==> src/rtl/pipe_hazard_ctrl_pkg.sv <==
// Shared constants and types for the pipeline hazard controller.
// Optional build macro: HAZARD_PERF_CNT_EN (stall/flush performance counters).
package pipe_hazard_ctrl_pkg;

  localparam int REG_AW_DEF   = 5;
  localparam int MC_LAT_W_DEF = 4;

  localparam logic [0:0] ST_RUN     = 1'b0;
  localparam logic [0:0] ST_MC_BUSY = 1'b1;

  localparam int unsigned REG_ZERO = 0;

  typedef struct packed {
    logic pc_hold;
    logic hold_ifid;
    logic clear_ifid;
    logic hold_idex;
    logic clear_idex;
    logic hold_exmem;
    logic clear_exmem;
    logic hold_memwb;
    logic clear_memwb;
  } hz_ctrl_t;

endpackage

==> src/rtl/pipe_hazard_ctrl_if.sv <==
// Hazard-controller bundle: stage hazard inputs and stage-register hold/clear outputs.
// Optional build macro: HAZARD_PERF_CNT_EN adds the performance counter signals.
interface pipe_hazard_ctrl_if #(
  parameter int REG_AW   = 5,
  parameter int MC_LAT_W = 4
);
  logic [REG_AW-1:0]   id_rs;
  logic [REG_AW-1:0]   id_rt;
  logic                id_uses_rt;
  logic                ex_memread;
  logic [REG_AW-1:0]   ex_rt;
  logic                mem_branch_taken;
  logic                ex_mc_start;
  logic [MC_LAT_W-1:0] ex_mc_lat;
  logic                dmem_wait;

  logic pc_hold;
  logic hold_ifid, clear_ifid;
  logic hold_idex, clear_idex;
  logic hold_exmem, clear_exmem;
  logic hold_memwb, clear_memwb;
  logic mc_busy;
`ifdef HAZARD_PERF_CNT_EN
  logic [31:0] perf_stall_cycles;
  logic [31:0] perf_flushes;
`endif

  modport master (
    output id_rs, id_rt, id_uses_rt, ex_memread, ex_rt, mem_branch_taken,
           ex_mc_start, ex_mc_lat, dmem_wait,
`ifdef HAZARD_PERF_CNT_EN
    input  perf_stall_cycles, perf_flushes,
`endif
    input  pc_hold, hold_ifid, clear_ifid, hold_idex, clear_idex,
           hold_exmem, clear_exmem, hold_memwb, clear_memwb, mc_busy
  );

  modport slave (
    input  id_rs, id_rt, id_uses_rt, ex_memread, ex_rt, mem_branch_taken,
           ex_mc_start, ex_mc_lat, dmem_wait,
`ifdef HAZARD_PERF_CNT_EN
    output perf_stall_cycles, perf_flushes,
`endif
    output pc_hold, hold_ifid, clear_ifid, hold_idex, clear_idex,
           hold_exmem, clear_exmem, hold_memwb, clear_memwb, mc_busy
  );

endinterface

==> src/rtl/pipe_hazard_ctrl_mc_stall_counter.sv <==
// Down-counter of remaining multicycle busy cycles: load, decrement, freeze (no op) or abort.
// done_o flags the final busy cycle.
module mc_stall_counter #(
  parameter int MC_LAT_W = 4
) (
  input  logic                clk,
  input  logic                rst_n,
  input  logic                load_i,
  input  logic [MC_LAT_W-1:0] load_val_i,
  input  logic                dec_i,
  input  logic                abort_i,
  output logic [MC_LAT_W-1:0] cnt_o,
  output logic                done_o
);

  logic [MC_LAT_W-1:0] cnt_q, cnt_d;

  always_comb begin
    cnt_d = cnt_q;
    if (abort_i)
      cnt_d = '0;
    else if (load_i)
      cnt_d = load_val_i;
    else if (dec_i && cnt_q != '0)
      cnt_d = cnt_q - MC_LAT_W'(1);
  end

  always_ff @(posedge clk or negedge rst_n) begin
    if (!rst_n)
      cnt_q <= '0;
    else
      cnt_q <= cnt_d;
  end

  assign cnt_o  = cnt_q;
  assign done_o = (cnt_q == MC_LAT_W'(1));

endmodule

==> src/rtl/pipe_hazard_ctrl.sv <==
// ID-stage hazard controller: load-use stall, branch flush, multicycle EX stall, dmem wait.
// Optional build macro: HAZARD_PERF_CNT_EN adds perf_stall_cycles / perf_flushes.
module pipe_hazard_ctrl
  import pipe_hazard_ctrl_pkg::*;
#(
  parameter int REG_AW   = REG_AW_DEF,
  parameter int MC_LAT_W = MC_LAT_W_DEF
) (
  input  logic                 clk,
  input  logic                 rst_n,
  pipe_hazard_ctrl_if.slave    bus
);

  logic [0:0]          state_q, state_d;
  logic [MC_LAT_W-1:0] mc_cnt;
  logic                mc_done;
  logic                busy, mc_go, lat_ge3, load_use;
  logic                cnt_load, cnt_dec, cnt_abort;
  hz_ctrl_t            ctrl;

  assign busy    = (state_q == ST_MC_BUSY);
  assign lat_ge3 = (bus.ex_mc_lat >= MC_LAT_W'(3));
  assign mc_go   = !busy && bus.ex_mc_start && (bus.ex_mc_lat >= MC_LAT_W'(2));

  assign load_use = bus.ex_memread && (bus.ex_rt != REG_AW'(REG_ZERO)) &&
                    ((bus.ex_rt == bus.id_rs) ||
                     (bus.id_uses_rt && bus.ex_rt == bus.id_rt));

  assign cnt_abort = !bus.dmem_wait && bus.mem_branch_taken;
  assign cnt_load  = !bus.dmem_wait && !bus.mem_branch_taken && mc_go;
  assign cnt_dec   = !bus.dmem_wait && !bus.mem_branch_taken && busy;

  // The counter holds busy cycles still to come after the start cycle, so a
  // lat-cycle op stalls for lat-1 cycles in total.
  mc_stall_counter #(.MC_LAT_W(MC_LAT_W)) u_mc_cnt (
    .clk        (clk),
    .rst_n      (rst_n),
    .load_i     (cnt_load),
    .load_val_i (bus.ex_mc_lat - MC_LAT_W'(2)),
    .dec_i      (cnt_dec),
    .abort_i    (cnt_abort),
    .cnt_o      (mc_cnt),
    .done_o     (mc_done)
  );

  always_comb begin
    state_d = state_q;
    if (!bus.dmem_wait) begin
      if (bus.mem_branch_taken)
        state_d = ST_RUN;
      else if (busy && mc_done)
        state_d = ST_RUN;
      else if (mc_go && lat_ge3)
        state_d = ST_MC_BUSY;
    end
  end

  always_ff @(posedge clk or negedge rst_n) begin
    if (!rst_n)
      state_q <= ST_RUN;
    else
      state_q <= state_d;
  end

  always_comb begin
    ctrl = '0;
    if (!rst_n) begin
      ctrl.pc_hold     = 1'b1;
      ctrl.clear_ifid  = 1'b1;
      ctrl.clear_idex  = 1'b1;
      ctrl.clear_exmem = 1'b1;
      ctrl.clear_memwb = 1'b1;
    end else if (bus.dmem_wait) begin
      ctrl.pc_hold    = 1'b1;
      ctrl.hold_ifid  = 1'b1;
      ctrl.hold_idex  = 1'b1;
      ctrl.hold_exmem = 1'b1;
      ctrl.hold_memwb = 1'b1;
    end else if (bus.mem_branch_taken) begin
      ctrl.clear_ifid  = 1'b1;
      ctrl.clear_idex  = 1'b1;
      ctrl.clear_exmem = 1'b1;
    end else if (busy || mc_go) begin
      // EX op keeps its slot; a bubble enters EX/MEM while it iterates.
      ctrl.pc_hold     = 1'b1;
      ctrl.hold_ifid   = 1'b1;
      ctrl.hold_idex   = 1'b1;
      ctrl.clear_exmem = 1'b1;
    end else if (load_use) begin
      ctrl.pc_hold    = 1'b1;
      ctrl.hold_ifid  = 1'b1;
      ctrl.clear_idex = 1'b1;
    end
  end

  assign bus.pc_hold     = ctrl.pc_hold;
  assign bus.hold_ifid   = ctrl.hold_ifid;
  assign bus.clear_ifid  = ctrl.clear_ifid;
  assign bus.hold_idex   = ctrl.hold_idex;
  assign bus.clear_idex  = ctrl.clear_idex;
  assign bus.hold_exmem  = ctrl.hold_exmem;
  assign bus.clear_exmem = ctrl.clear_exmem;
  assign bus.hold_memwb  = ctrl.hold_memwb;
  assign bus.clear_memwb = ctrl.clear_memwb;
  assign bus.mc_busy     = busy;

`ifdef HAZARD_PERF_CNT_EN
  logic [31:0] stall_cnt_q, flush_cnt_q;

  always_ff @(posedge clk or negedge rst_n) begin
    if (!rst_n) begin
      stall_cnt_q <= '0;
      flush_cnt_q <= '0;
    end else begin
      if (ctrl.pc_hold)
        stall_cnt_q <= stall_cnt_q + 32'd1;
      if (bus.mem_branch_taken && !bus.dmem_wait)
        flush_cnt_q <= flush_cnt_q + 32'd1;
    end
  end

  assign bus.perf_stall_cycles = stall_cnt_q;
  assign bus.perf_flushes      = flush_cnt_q;
`else
  logic unused_cnt;
  assign unused_cnt = ^mc_cnt;
`endif

endmodule
==> src/flat_wrapper.sv <==
// flat-port wrapper written by rule: the top's interface ports become plain ports
module pipe_hazard_ctrl_flat import pipe_hazard_ctrl_pkg::*;
#(
  parameter int REG_AW   = REG_AW_DEF,
  parameter int MC_LAT_W = MC_LAT_W_DEF
)
  (clk, rst_n, bus_id_rs, bus_id_rt, bus_id_uses_rt, bus_ex_memread, bus_ex_rt, bus_mem_branch_taken, bus_ex_mc_start, bus_ex_mc_lat, bus_dmem_wait, bus_pc_hold, bus_hold_ifid, bus_clear_ifid, bus_hold_idex, bus_clear_idex, bus_hold_exmem, bus_clear_exmem, bus_hold_memwb, bus_clear_memwb, bus_mc_busy);
  pipe_hazard_ctrl_if #(.REG_AW(REG_AW), .MC_LAT_W(MC_LAT_W)) bus_i ();
  input  logic clk;
  input  logic rst_n;
  input wire logic [$bits(bus_i.id_rs)-1:0] bus_id_rs;
  input wire logic [$bits(bus_i.id_rt)-1:0] bus_id_rt;
  input wire logic [$bits(bus_i.id_uses_rt)-1:0] bus_id_uses_rt;
  input wire logic [$bits(bus_i.ex_memread)-1:0] bus_ex_memread;
  input wire logic [$bits(bus_i.ex_rt)-1:0] bus_ex_rt;
  input wire logic [$bits(bus_i.mem_branch_taken)-1:0] bus_mem_branch_taken;
  input wire logic [$bits(bus_i.ex_mc_start)-1:0] bus_ex_mc_start;
  input wire logic [$bits(bus_i.ex_mc_lat)-1:0] bus_ex_mc_lat;
  input wire logic [$bits(bus_i.dmem_wait)-1:0] bus_dmem_wait;
  output wire logic [$bits(bus_i.pc_hold)-1:0] bus_pc_hold;
  output wire logic [$bits(bus_i.hold_ifid)-1:0] bus_hold_ifid;
  output wire logic [$bits(bus_i.clear_ifid)-1:0] bus_clear_ifid;
  output wire logic [$bits(bus_i.hold_idex)-1:0] bus_hold_idex;
  output wire logic [$bits(bus_i.clear_idex)-1:0] bus_clear_idex;
  output wire logic [$bits(bus_i.hold_exmem)-1:0] bus_hold_exmem;
  output wire logic [$bits(bus_i.clear_exmem)-1:0] bus_clear_exmem;
  output wire logic [$bits(bus_i.hold_memwb)-1:0] bus_hold_memwb;
  output wire logic [$bits(bus_i.clear_memwb)-1:0] bus_clear_memwb;
  output wire logic [$bits(bus_i.mc_busy)-1:0] bus_mc_busy;
  assign bus_i.id_rs = bus_id_rs;
  assign bus_i.id_rt = bus_id_rt;
  assign bus_i.id_uses_rt = bus_id_uses_rt;
  assign bus_i.ex_memread = bus_ex_memread;
  assign bus_i.ex_rt = bus_ex_rt;
  assign bus_i.mem_branch_taken = bus_mem_branch_taken;
  assign bus_i.ex_mc_start = bus_ex_mc_start;
  assign bus_i.ex_mc_lat = bus_ex_mc_lat;
  assign bus_i.dmem_wait = bus_dmem_wait;
  assign bus_pc_hold = bus_i.pc_hold;
  assign bus_hold_ifid = bus_i.hold_ifid;
  assign bus_clear_ifid = bus_i.clear_ifid;
  assign bus_hold_idex = bus_i.hold_idex;
  assign bus_clear_idex = bus_i.clear_idex;
  assign bus_hold_exmem = bus_i.hold_exmem;
  assign bus_clear_exmem = bus_i.clear_exmem;
  assign bus_hold_memwb = bus_i.hold_memwb;
  assign bus_clear_memwb = bus_i.clear_memwb;
  assign bus_mc_busy = bus_i.mc_busy;
  pipe_hazard_ctrl #(.REG_AW(REG_AW), .MC_LAT_W(MC_LAT_W)) u_core (.clk(clk), .rst_n(rst_n), .bus(bus_i));
endmodule
==> config.mk <==
export PLATFORM = sky130hd
export DESIGN_NAME = pipe_hazard_ctrl_flat
export DESIGN_NICKNAME = d
export VERILOG_FILES = /design/src/rtl/pipe_hazard_ctrl_pkg.sv /design/src/rtl/pipe_hazard_ctrl_if.sv /design/src/rtl/pipe_hazard_ctrl_mc_stall_counter.sv /design/src/rtl/pipe_hazard_ctrl.sv /design/src/flat_wrapper.sv
export SDC_FILE = /design/constraint.sdc
export NUM_CORES = 1
export LEC_CHECK = 0
export ABC_AREA = 1
export ABC_CLOCK_PERIOD_IN_PS = 1800
export BUFFER_PORTS_ARGS = -buffer_cell sky130_fd_sc_hd__buf_2
export CAP_MARGIN = 20
export CORE_UTILIZATION = 44
export DETAILED_ROUTE_END_ITERATION = 10
export PLACE_DENSITY = 0.87
export SETUP_SLACK_MARGIN = 0.15
export SLEW_MARGIN = 5
export SYNTH_ARGS = -nofsm -noshare
export SYNTH_HDL_FRONTEND = slang
export SYNTH_SLANG_ARGS = --single-unit
export TNS_END_PERCENT = 1
==> constraint.sdc <==
create_clock -name clk -period 1.8 [get_ports clk]
set_input_delay 0.27 -clock clk [delete_from_list [all_inputs] [get_ports clk]]
set_output_delay 0.27 -clock clk [all_outputs]
set_load 0.03 [all_outputs]
==> reports/results.tsv, run 1 <==
metric	value	unit
Worst Path Required	1.53	ns
CP most frequent cell	nand2_2	
Crit-path slowest cell	dfrtp_1	
CTS sink cnt	5	
fmax	600	MHz
row count	14	
initial antenna violation count	0	
post-route design area	988	sq um
DP Area	896	sq um
HPWL after DPL	1.45	mm
Crit Path Class	reg2out	
die footprint	1770	sq um
Final Critical Period	1.67	ns
crit share post-route	92.5	%
Peak VDD IR	0.497	mV
layout cell share with drive strength beyond 1	35.5	%
instance count of the mapped netlist	123	
vias	895	
Post-route DRC	0	
Mapped Area	708	sq um
clk buf depth	2	
DR WL/cell	10.7	microns
power per cell area	799	nW/um^2
maxcap violations	0	
H-tree depth	1	
Worst-path clk slew	0.05	ns
Tightest Pin Transition	0.285	ns
nets@finish	196	
Final GP Congestion	0.881	
I/O Pins	36	
All-Layer GR Usage	25.0	%
vias in the first global route	860	
final hold vios	0	
CTS tree	done	
Worst Path Arrival	1.40	ns
CP Capture Type	output pin	
Vias per Instance	4.92	
Yosys warnings	0	
max_slew headroom	80.8	%
syn_area_per_cell	5.76	sq um
Overall Power	0.789	mW
DIE WIDTH	42.1	microns
final antenna-violating net count	0	
CP bufs+invs	2	
sequential area share after synthesis	17.7	%
RSZ-0062 raised after global routing	true	
leakage	0.632	nW
first-pass GRT wire length	3.42	mm
Startpoint Class	flip-flop	
delay-heaviest family, CP	flip-flops	
chip height	42.1	microns
initial drt markers	27	
initial core utilization	47.0	%
post-synthesis net count	152	
#FFs+latches synth	5	
CTS root buf	clkbuf_4	
distinct cell type count after synthesis	23	
largest net degree at the start of global routing	11	
DR pass1 iterations	6	
PortBufs	35	
Largest stage delay, worst path	0.38	ns
status	complete, no violations	
Post-Layout Cell Count	182	
critical path cell sequence	inv_2, nand2_2, a21oi_4, nor2_4, nand2_2, nand2_2, a21oi_2, buf_6	
total grt overflow	0	
fin. max-slew vios	0	
Crit Path Max Fanout	3	
Core ar.	1510	sq um
CTS buffer count	3	
Antenna Cells	0	
final setup violation count	0	
Hold Crit Class	in2reg	
Placed Cells	173	
worst skew pair latency	0.25	ns
synthesis-to-layout area growth	39.6	%
Worst Clk Skew	0.00841	ns
final wirelength	1.95	mm
## placed cells by master, fill, tap and decap left out, types with 3 or more instances in the layout
cell	n
xor2_1	3
nand2_2	3
buf_2	33
clkbuf_4	3
o21ai_1	4
nand3_1	7
ha_1	3
inv_2	3
buf_4	5
o21ai_0	5
nor2_1	10
nand2_1	38
inv_1	26
dfrtp_1	5
## Yosys cell counts
library cell	n	share of area, %
nor3_1	1	0.71
nand2_1	40	21
nand2_2	1	0.88
o21ai_2	2	2.5
nand3_1	7	4.9
o22ai_1	1	0.88
a21oi_4	1	2.3
buf_4	1	1.1
nand2_4	2	3.2
o21ai_0	7	4.9
o21ai_1	2	1.4
nand3_4	1	2.5
inv_1	26	14
xnor2_1	1	1.2
xor2_1	3	3.7
inv_2	3	1.6
a21oi_1	2	1.4
nand4_1	1	0.88
ha_1	3	5.3
a21oi_2	1	1.2
nor2_2	1	0.88
nor2_1	11	5.8
dfrtp_1	5	18
## routing by layer
metal  up-vias  part of all wire [%]  global-route usage (%)
met5         -                     0                       0
met1       387                    39                    28.6
met4         0                   4.7                    12.5
li1        461                     -                       -
met3        11                   7.0                    7.76
met2        36                    49                    41.9
## final timing paths
path / start / to / slack (ns) / cells after the start
max in group asynchronous: rst_n / u_core.bus.mc_busy / 1.10 / 2
min in group asynchronous: rst_n / u_core.u_mc_cnt.cnt_o[2] / 0.48 / 2
max: u_core.bus.mc_busy / bus_hold_ifid / 0.13 / 8
max reg2reg: u_core.bus.mc_busy / u_core.u_mc_cnt.cnt_o[2] / 0.24 / 9
min: bus_ex_mc_lat[1] / u_core.u_mc_cnt.cnt_o[1] / 0.46 / 4
min reg2reg: u_core.u_mc_cnt.cnt_o[2] / u_core.u_mc_cnt.cnt_o[2] / 0.60 / 2
## cell type report
| cell class | instances | area [sq um] |
|---|---|---|
| clock buffers | 3 | 22.5 |
| multi-input cells | 88 | 483 |
| repair buffers | 40 | 224 |
| flip-flops and latches | 5 | 125 |
| well taps | 16 | 20.0 |
| fillers | 137 | 518 |
| clock inverters | 1 | 5.00 |
| inverters | 29 | 109 |
## worst min-delay path: stages
cell and delay (ns):
buf_2 0.08, inv_2 0.05, o21ai_0 0.18, o22ai_1 0.07
## repair_timing
action / CTS / global route
setup buffers: 3 / 1
cloned: 0 / 0
hold buffers: 1 / 0
endpoints found under the hold margin: 5 / 0
pin swaps: 2 / 0
resized for setup: 6 / 3
endpoints found under the setup margin: 4 / 4
## report_power, final
part	internal [mW]	switching, mW
combinational	0.187	0.291
clock	0.0806	0.0505
sequential	0.154	0.0267
## sequential cells by signal, indices dropped and copies added, names as in the netlist
signal,cells
u_core.u_mc_cnt.cnt_o,4
u_core.bus.mc_busy,1
## kinds of logic (layout without fill, tap and decap cells)
kind of cell             count (synthesis)  after routing  synth area share (%)
buffers and inverters                   30             73                  16.4
XOR/XNOR                                 4              4                  4.95
adder cells (fa/ha/maj)                  3              3                  5.30
AND/OR/NAND/NOR                         65             65                  41.0
flip-flops                               5              5                  17.7
AO/OA/AOI/OAI                           16             16                  14.7
## per-stage QoR
stage	setup TNS (ns)	util (%)	setup WS, ns	hold WS, ns
after floorplan	-0.0209	-	-0.0209	-0.0256
after global placement	0	59.5	0.271	0.116
after detailed placement	0	59.5	0.243	0.118
after CTS	0	64.7	0.158	0.444
after global routing	0	65.6	0.0580	0.460
final	0	65.6	0.135	0.458
(Power assumes the default switching activity.)
==> inputs of run 2 (changes only) <==
--- a/config.mk
+++ b/config.mk
@@ -12,6 +12,7 @@
 export CORE_UTILIZATION = 44
 export DETAILED_ROUTE_END_ITERATION = 10
 export PLACE_DENSITY = 0.87
+export RECOVER_POWER = 25
 export SETUP_SLACK_MARGIN = 0.15
 export SLEW_MARGIN = 5
 export SYNTH_ARGS = -nofsm -noshare
==> reports/results.tsv, run 2 (synthesis results as in run 1) <==
metric	value	unit
die footprint	1770	sq um
initial drt markers	27	
CTS buffer count	3	
I/O Pins	36	
post-placement setup slack	0.243	ns
CP Capture Type	output pin	
r2r endpoint	u_core.u_mc_cnt.cnt_o[2]	
Core ar.	1510	sq um
Startpoint Class	flip-flop	
Antenna Cells	0	
fmax	600	MHz
number of fill cells	138	
final setup violation count	0	
synthesis-to-layout area growth	39.4	%
CTS tree	done	
PortBufs	35	
Post-route DRC	0	
Worst-path clk slew	0.05	ns
leakage	0.629	nW
status	complete, no violations	
worst skew pair latency	0.25	ns
CTS root buf	clkbuf_4	
vias	895	
power per cell area	799	nW/um^2
leading cell type in the layout, fill and taps excluded	nand2_1	
Vias per Instance	4.92	
Final Critical Period	1.67	ns
chip height	42.1	microns
largest net degree at the start of global routing	11	
Overall Power	0.789	mW
Worst Clk Skew	0.00841	ns
CTS sink cnt	5	
crit share post-route	92.5	%
first-pass GRT wire length	3.42	mm
CP startpoint	u_core.bus.mc_busy	
clk buf depth	2	
max_slew headroom	80.8	%
Crit Path Class	reg2out	
Worst Path Arrival	1.40	ns
reg2reg path depth	9	
commonest non-fill, non-tap cells in the layout	nand2_1, buf_2, inv_1	
Hold Crit Class	in2reg	
Tightest Pin Transition	0.285	ns
final wirelength	1.95	mm
RSZ-0062 raised after global routing	true	
nets@finish	196	
initial core utilization	47.0	%
Worst Path Required	1.53	ns
number of flip-flops under the largest register name	4	
final hold vios	0	
DR pass1 iterations	6	
DR WL/cell	10.7	microns
DIE WIDTH	42.1	microns
row count	14	
H-tree depth	1	
Final TNS setup	0	ns
final antenna-violating net count	0	
Worst Slack Setup Final	0.134	ns
hold path depth	4	
vias in the first global route	860	
Final GP Congestion	0.881	
All-Layer GR Usage	25.0	%
Crit Path Max Fanout	3	
setup slack, reg-to-reg	0.24	ns
fin. max-slew vios	0	
min-delay src	bus_ex_mc_lat[1]	
worst r2r src	u_core.bus.mc_busy	
Peak VDD IR	0.497	mV
total grt overflow	0	
HPWL after DPL	1.45	mm
Util after Layout	65.5	%
Worst Hold End	u_core.u_mc_cnt.cnt_o[1]	
initial antenna violation count	0	
maxcap violations	0	
layout cell share with drive strength beyond 1	34.9	%
-- run 2: worst max path at each step --
stage                     end  cells past startpoint  slack (ns)
3_3_place_gp   bus_clear_idex                      7        0.27
5_1_grt         bus_hold_ifid                      8        0.06
2_1_floorplan   bus_hold_ifid                      7       -0.02
6_report        bus_hold_ifid                      8        0.13
4_1_cts         bus_hold_ifid                      8        0.16
3_5_place_dp      bus_pc_hold                      8        0.24
-- run 2: power by group --
| group | switching (mW) | leakage (nW) | internal [mW] | total, mW |
|---|---|---|---|---|
| clock | 0.0505 | 0.0177 | 0.0806 | 0.131 |
| combinational | 0.291 | 0.548 | 0.187 | 0.477 |
| sequential | 0.0267 | 0.0636 | 0.154 | 0.180 |
| total | 0.368 | 0.629 | 0.421 | 0.789 |
-- run 2: cell type report --
class | count | area, sq um | share of cell area (%)
clock buffer | 3 | 22.5 | 2.28
tap | 16 | 20.0 | 2.03
multi-input combinational | 88 | 483 | 48.9
sequential | 5 | 125 | 12.7
clock inverter | 1 | 5.00 | 0.507
inverter | 29 | 109 | 11.0
timing repair buffer | 40 | 223 | 22.6
-- run 2: metal layers --
| layer | share of wire (%) | track usage [%] | vias up |
|---|---|---|---|
| met2 | 49 | 41.9 | 36 |
| met4 | 4.7 | 12.5 | 0 |
| li1 | - | - | 461 |
| met5 | 0 | 0 | - |
| met1 | 39 | 28.6 | 387 |
| met3 | 7.0 | 7.76 | 11 |
-- run 2: critical path: stages, from the launching register on --
cell,delay [ns]
dfrtp_1,0.38
inv_2,0.07
nand2_2,0.06
a21oi_4,0.15
nor2_4,0.06
nand2_2,0.09
nand2_2,0.06
a21oi_2,0.13
buf_6,0.14
-- run 2: through the flow --
stage	std cells	instance area, sq um	hold WS, ns
floorplan	123	708	-0.0256
global placement	173	896	0.116
detailed placement	173	896	0.118
CTS	181	975	0.444
global route	182	987	0.460
finish	182	987	0.458
-- run 2: timing repair --
item                                    CTS  global route
endpoints found under the hold margin     5             0
resized for setup                         6             3
endpoints found under the setup margin    4             4
hold buffers                              1             0
buffers inserted                          3             1
pin swaps                                 2             0
==> inputs of run 3 (changes only) <==
--- a/config.mk
+++ b/config.mk
@@ -5,13 +5,12 @@
 export SDC_FILE = /design/constraint.sdc
 export NUM_CORES = 1
 export LEC_CHECK = 0
-export ABC_AREA = 1
 export ABC_CLOCK_PERIOD_IN_PS = 1800
 export BUFFER_PORTS_ARGS = -buffer_cell sky130_fd_sc_hd__buf_2
 export CAP_MARGIN = 20
-export CORE_UTILIZATION = 44
+export CORE_UTILIZATION = 41
 export DETAILED_ROUTE_END_ITERATION = 10
-export PLACE_DENSITY = 0.87
+export PLACE_DENSITY = 0.86
 export RECOVER_POWER = 25
 export SETUP_SLACK_MARGIN = 0.15
 export SLEW_MARGIN = 5
==> reports/results.tsv, run 3 <==
metric	value	unit
Worst-path clk slew	0.04	ns
most used flip-flop cell after synthesis	dfrtp_1	
Placed Cells	130	
synthesis-to-layout area growth	65.3	%
adder-cell share of the synthesized area	6.38	%
Mapped Area	588	sq um
final hold vios	0	
Worst Path Arrival	1.52	ns
CTS sink cnt	5	
DR WL/cell	14.2	microns
commonest non-fill, non-tap cells in the layout	buf_2, xor2_1, inv_1, buf_4, buf_6	
mux share of post-synthesis cell area	0	%
vias in the first global route	646	
syn_area_per_cell	7.95	sq um
CTS tree	done	
largest net degree at the start of global routing	10	
setup slack, reg-to-reg	0.23	ns
status	complete, no violations	
maxcap violations	0	
XOR/XNOR Fraction of Synth Area	16.4	%
vias	777	
Hold Crit Class	in2reg	
leakage	0.475	nW
Core ar.	1320	sq um
Peak VDD IR	0.678	mV
Antenna Cells	0	
crit share post-route	99.2	%
CTS root buf	clkbuf_4	
I/O Pins	36	
initial drt markers	18	
main combinational cell family by area after synthesis	compound AO/OA/AOI/OAI gates	
Post CTS Setup Buffer Count	0	
Final GP Congestion	0.899	
DP Area	877	sq um
CTS buffer count	3	
RSZ-0062 raised after global routing	true	
Tightest Pin Transition	0.322	ns
CP startpoint	bus_ex_rt[2]	
row count	13	
post-placement setup slack	-0.0924	ns
Worst Slack Setup Final	0.0145	ns
r2r endpoint	u_core.u_mc_cnt.cnt_o[3]	
reg2reg path depth	5	
Final Critical Period	1.79	ns
leading cell type in the layout, fill and taps excluded	buf_2	
power per cell area	783	nW/um^2
distinct cell type count after synthesis	35	
post-synthesis net count	103	
initial antenna violation count	0	
sequential area share after synthesis	21.3	%
Yosys warnings	0	
instance count of the mapped netlist	74	
Util after Layout	73.8	%
#FFs+latches synth	5	
PortBufs	35	
total grt overflow	0	
Synth area leader	dfrtp_1	
chip height	39.9	microns
Compound-Gate Fraction of Synth Area	28.5	%
post-route design area	972	sq um
final antenna-violating net count	0	
nets@finish	150	
DIE WIDTH	39.9	microns
number of flip-flops under the largest register name	4	
die footprint	1590	sq um
Setup crit end	bus_pc_hold	
worst skew pair latency	0.25	ns
Crit Path Max Fanout	3	
layout cell share with drive strength beyond 1	50.8	%
HPWL after DPL	1.43	mm
Synth area leaders	dfrtp_1, xor2_1, ha_1, inv_1, a32o_1	
top cell type's share of synthesized area	21.3	%
H-tree depth	1	
initial core utilization	44.6	%
first-pass GRT wire length	2.77	mm
Final TNS setup	0	ns
final setup violation count	0	
Crit Path Class	in2out	
Startpoint Class	input port	
Post-route DRC	0	
EDFF count, synth	0	
DR pass1 iterations	4	
most common library cells after synthesis	inv_1, xor2_1, dfrtp_1, nor2_1, nand2_1	
fmax	560	MHz
fin. max-slew vios	0	
worst r2r src	u_core.u_mc_cnt.cnt_o[1]	
max_slew headroom	78.3	%
CP Capture Type	output pin	
All-Layer GR Usage	26.7	%
FFs w/ async S/R, synth	100	%
clk buf depth	2	
Vias per Instance	5.76	
number of fill cells	87	
Worst Path Required	1.53	ns
Synth Area in Simple Gates	19.6	%
Worst Clk Skew	0.00534	ns
Post-Layout Cell Count	135	
final wirelength	1.92	mm
## run 3: cell types whose count changed after synthesis, moves of 5 or more
| cell | delta |
|---|---|
| nor2_1 | -6 |
| nand2_1 | -36 |
| nand3_1 | -6 |
| inv_1 | -17 |
| xor2_1 | +6 |
| o21ai_0 | -5 |
## run 3: cells by family (layout without fill, tap and decap cells)
family	Yosys count	after routing
compound gates	22	22
fa+ha+maj	3	3
simple gates	22	22
flops	5	5
buf+inv	11	57
xor+xnor	11	11
## run 3: routing by layer
| metal | global-route usage [%] | wire length [microns] | up-vias | share of wire (%) |
|---|---|---|---|---|
| li1 | - | - | 364 | - |
| met1 | 30.5 | 787 | 365 | 41 |
| met2 | 45.2 | 945 | 38 | 49 |
| met3 | 8.52 | 129 | 10 | 6.7 |
| met4 | 9.48 | 55 | 0 | 2.9 |
| met5 | 0 | 0 | - | 0 |
## run 3: final cells by class
class                      count  area, sq um  share of cell area, %
clock inverter                 1         5.00                  0.515
tap                           15         18.8                   1.93
multi-input combinational     58          485                   49.9
clock buffer                   3         22.5                   2.32
timing repair buffer          44          279                   28.7
sequential                     5          128                   13.1
inverter                       9         33.8                   3.47
## run 3: timing repair
action,4_1_cts,5_1_grt
pin swaps,7,3
endpoints found under the hold margin,5,0
endpoints found under the setup margin,5,6
hold buffers,1,0
gates resized for setup,9,9
## run 3: per-stage QoR
| stage | hold slack, ns | total power, mW |
|---|---|---|
| after floorplan | -0.0256 | 0.457 |
| after global routing | 0.428 | 0.817 |
| after CTS | 0.402 | 0.736 |
| after global placement | 0.189 | 0.557 |
| final | 0.412 | 0.761 |
| after detailed placement | 0.191 | 0.582 |
## run 3: how the worst min path moves through the flow
stage,startpoint,endpoint,slack (ns),depth (start not counted)
finish,bus_dmem_wait,u_core.bus.mc_busy,0.41,3
global route,bus_dmem_wait,u_core.bus.mc_busy,0.43,3
floorplan,rst_n,u_core.bus.mc_busy,-0.03,0
detailed placement,rst_n,u_core.u_mc_cnt.cnt_o[1],0.19,2
global placement,rst_n,u_core.u_mc_cnt.cnt_o[1],0.19,2
CTS,bus_dmem_wait,u_core.bus.mc_busy,0.40,3
## run 3: where the power goes
part	switching [mW]	internal, mW	total (mW)
combinational	0.217	0.188	0.406
sequential	0.0605	0.159	0.219
clock	0.0553	0.0809	0.136
total	0.333	0.428	0.761
## run 3: worst max-delay path, cell delays in order
cell      delay [ns]
buf_2           0.12
xor2_1          0.17
nor4_2          0.27
a32oi_1         0.13
buf_4           0.18
o311ai_4        0.21
buf_6           0.17
